### src/rtl/barrel_shifter.sv
// Logical barrel shifter, left or right, with a registered output.
// One mux stage per shift-amount bit; out is cleared by async reset.
module barrel_shifter #(
   parameter int WIDTH = 8,
   parameter int SHW   = 3
) (
   input  logic             clk,
   input  logic             rst_n,
   input  logic [WIDTH-1:0] in,
   input  logic [SHW-1:0]   shamt,
   input  logic             dir,
   output logic [WIDTH-1:0] out
);

   logic [SHW:0][WIDTH-1:0] stg;

   assign stg[0] = in;

   for (genvar k = 0; k < SHW; k++) begin : g_stage
      localparam int DIST = 1 << k;

      // stage k shifts by 2^k toward MSB or LSB when its shamt bit is set
      always_comb begin
         stg[k+1] = stg[k];
         if (shamt[k]) begin
            if (dir) stg[k+1] = stg[k] << DIST;
            else     stg[k+1] = stg[k] >> DIST;
         end
      end
   end

   // capture the shift result every edge; reset clears it immediately
   always_ff @(posedge clk or negedge rst_n) begin
      if (!rst_n) out <= '0;
      else        out <= stg[SHW];
   end

endmodule

### config.mk
export PLATFORM = sky130hd
export DESIGN_NAME = barrel_shifter
export DESIGN_NICKNAME = d
export VERILOG_FILES = /design/src/rtl/barrel_shifter.sv
export SDC_FILE = /design/constraint.sdc
export NUM_CORES = 1
export LEC_CHECK = 0
export BUFFER_PORTS_ARGS = -buffer_cell sky130_fd_sc_hd__clkbuf_2
export CAP_MARGIN = 10
export CORE_UTILIZATION = 32
export DETAILED_ROUTE_END_ITERATION = 16
export SLEW_MARGIN = 20
export SYNTH_ARGS = -nofsm -noshare
export SYNTH_HDL_FRONTEND = slang
export SYNTH_SLANG_ARGS = --single-unit
### constraint.sdc
create_clock -name clk -period 0.8 [get_ports clk]
set_input_delay 0.04 -clock clk [delete_from_list [all_inputs] [get_ports clk]]
set_output_delay 0.04 -clock clk [all_outputs]
set_load 0.01 [all_outputs]
==> results by group <==
Die
  – Die W: slightly below 50 um
  – Ports: 22
  – Die height: just under 50 um
  – Core area: 0.00200 mm^2
  – Initial Utilization: 34.4%
  – Die area: 0.00234 mm^2
  – Row count: 16

Detailed routing
  – Drt first pass iters: 4
  – DRT Wirelength: about 1700 um
  – Top sig layer: met4
  – Met3 wire length: between 60 and 70 um
  – Detail Route Antenna Nets: 0
  – Number of remaining DRC errors: 0
  – Vias per Instance: 5.26
  – Met2 wire len: approximately 920 um
  – M1 WL: 728 um
  – Initial DRC count: 6
  – Via Count: 710
  – Routed WL per cell: 12.8 um

Finish
  – Number of flip-flops in the largest register: 8
  – Top reg by flops: out
  – Net count, final: 124
  – Diode count: 0
  – Design area: between 0.001 and 0.0015 mm^2
  – Final non-filler cell total: around 140
  – Area growth syn-to-layout: 46.5%
  – Largest registers: out (8)
  – Layout cells sized above 1: ~47%

Placement
  – Post-Place Cells: ~130
  – DP Area: roughly 900 um^2
  – Number of port buffers: 21
  – Post-DP HPWL: 1390 um
  – Setup WS pre-CTS: -0.390 ns
  – GP Congestion: 0.854

Worst setup path
  – Worst setup SP type: input port
  – Worst Path Arrival: 0.94 ns
  – CP Capture Type: flop
  – CP max FO: 4
  – Critical Path RT: 0.92 ns
  – WS Path Type: in2reg

Power
  – Total power: between 1 and 1.5 mW
  – Max VDD drop: about 630 uV
  – Pwr Density: 1210 mW/mm^2
  – LEAKAGE: 0.476 nW

STA
  – Actual slew at the worst max-slew pin: ~0.32 ns
  – Unrepaired setup endpoints after global routing: yes
  – Max Slew Vio Count: 0
  – Fmax: 1.22 GHz
  – Period minus WS final: 0.823 ns
  – Min Hold Slack: roughly 0.12 ns
  – Worst rel slew slack: just under 80%
  – Final Hold Vio Count: 0
  – Setup violators final: 3
  – Final worst slack: -0.0229 ns
  – Period Utilization, post-route: 103%

Synthesis
  – Seq/Total Area, Yosys: ~29%
  – Cells after Synth: 74
  – Ys async rst share: 100%
  – Distinct cells, synth: 29
  – Yosys reg bits: 8
  – Post-synth EDFFs: 0
  – Top FF cell, synth: dfrtp_1
  – Post-Syn Area: 689 um^2
  – Mean Syn Cell Area: ~9.3 um^2
  – Synthesis Warnings: 0
  – Syn Nets: 88

Clocking
  – CTS buffer count: 3
  – Worst-path clk slew: 0.05 ns
  – CTS tree: done
  – Max Root-Sink Buffers: 2
  – Sink Count: 8
  – CTS H-tree depth: 1
  – Root buffer cell: clkbuf_4

GRT
  – Pin count of the biggest net entering global routing: 22
  – Total Routing Usage GR: around 17%
  – Number of global-route vias before repair: ~730
  – Total grt overflow: 0
  – First-pass GRT wire length: 3150 um
  – Initial antenna violation count: 0

Run status
  – Run status: complete, but fails checks
  – Failing checks: negative setup slack

Flow run
  – MaxCap Viol Count: 0

Worst hold path
  – Hold Path Class: in2reg
==> stage by stage <==
step / TNS, ns / util [%]
after detailed placement: -2.70 / 45.1
after CTS: -0.0804 / 48.9
final: -0.0474 / 50.4
after global routing: -0.307 / 50.4
after floorplan: -1.15 / -
after global placement: -2.50 / 45.1
==> cell families (layout without fill, tap and decap cells) <==
| family | Yosys count | count (layout) | synth area share (%) |
|---|---|---|---|
| buffers and inverters | 9 | 43 | 8.35 |
| muxes | 16 | 16 | 27.6 |
| AOI/OAI and AO/OA | 25 | 25 | 24.5 |
| DFF | 8 | 8 | 29.0 |
| and+or+nand+nor | 16 | 16 | 10.5 |
==> per-layer routing <==
metal / global-route usage (%) / vias up
met5: 0 / -
met4: 7.35 / 0
met3: 1.89 / 2
met2: 32.9 / 23
met1: 18.9 / 331
li1: - / 354
==> worst paths after layout <==
kind                          start  endpoint  slack, ns  depth (start not counted)
setup / recovery           shamt[0]    out[4]      -0.02                          4
max in group asynchronous     rst_n    out[4]       0.47                          2
min in group asynchronous     rst_n    out[7]       0.17                          2
hold / removal             shamt[2]    out[2]       0.12                          2
==> worst max-delay path, cell delays in order <==
cell       delay (ns)
clkbuf_16        0.11
mux4_2           0.51
mux2i_2          0.19
a21oi_1          0.09
==> cell type report <==
cell class                 instances  area, um^2
clock buffer                       3        22.5
fill                             203         992
inverter                           1        3.75
multi-input combinational         57         457
sequential                         8         200
tap                               27        33.8
timing repair buffer              39         293
==> repair_timing <==
action	4_1_cts	5_1_grt
endpoints found under the setup margin	8	12
pin swaps	4	2
hold endpoints to repair	8	0
buffers inserted	0	0
gates resized for setup	9	10
hold buffers	1	0
==> report_power, final <==
part	switching, mW	internal (mW)	total (mW)
clock network	0.112	0.170	0.282
logic	0.236	0.248	0.484
registers	0.00934	0.445	0.454
total	0.358	0.862	1.22
==> cell usage after synthesis (all sizes together), types with 2 or more instances <==
library cell / count / share of area (%)
mux2i: 13 / 19
nor2: 9 / 4.9
dfrtp: 8 / 29
buf: 7 / 7.3
o21ai: 6 / 4.4
a21oi: 5 / 4.2
nand2: 3 / 1.6
a2111oi: 2 / 2.7
a211o: 2 / 2.5
a211oi: 2 / 2.2
a31oi: 2 / 1.8
mux4: 2 / 6.5
o22ai: 2 / 1.8
==> cell usage in the layout, fill, tap and decap left out, drive strengths merged <==
cell and n:
nand2 3, nand4b 1, mux2i 13, o21ai 6
a211oi 2, a31oi 2, a22oi 1, a32oi 1
o22ai 2, a22o 1, nand3b 1, nand2b 1
a211o 2, a2111oi 2, dlygate4sd3 1, nor3 1
inv 1, dfrtp 8, clkbuf 22, mux4 2
a41oi 1, nor2 9, a21oi 5, buf 19
mux2 1
Note: power is estimated with default switching activity, not from simulation.
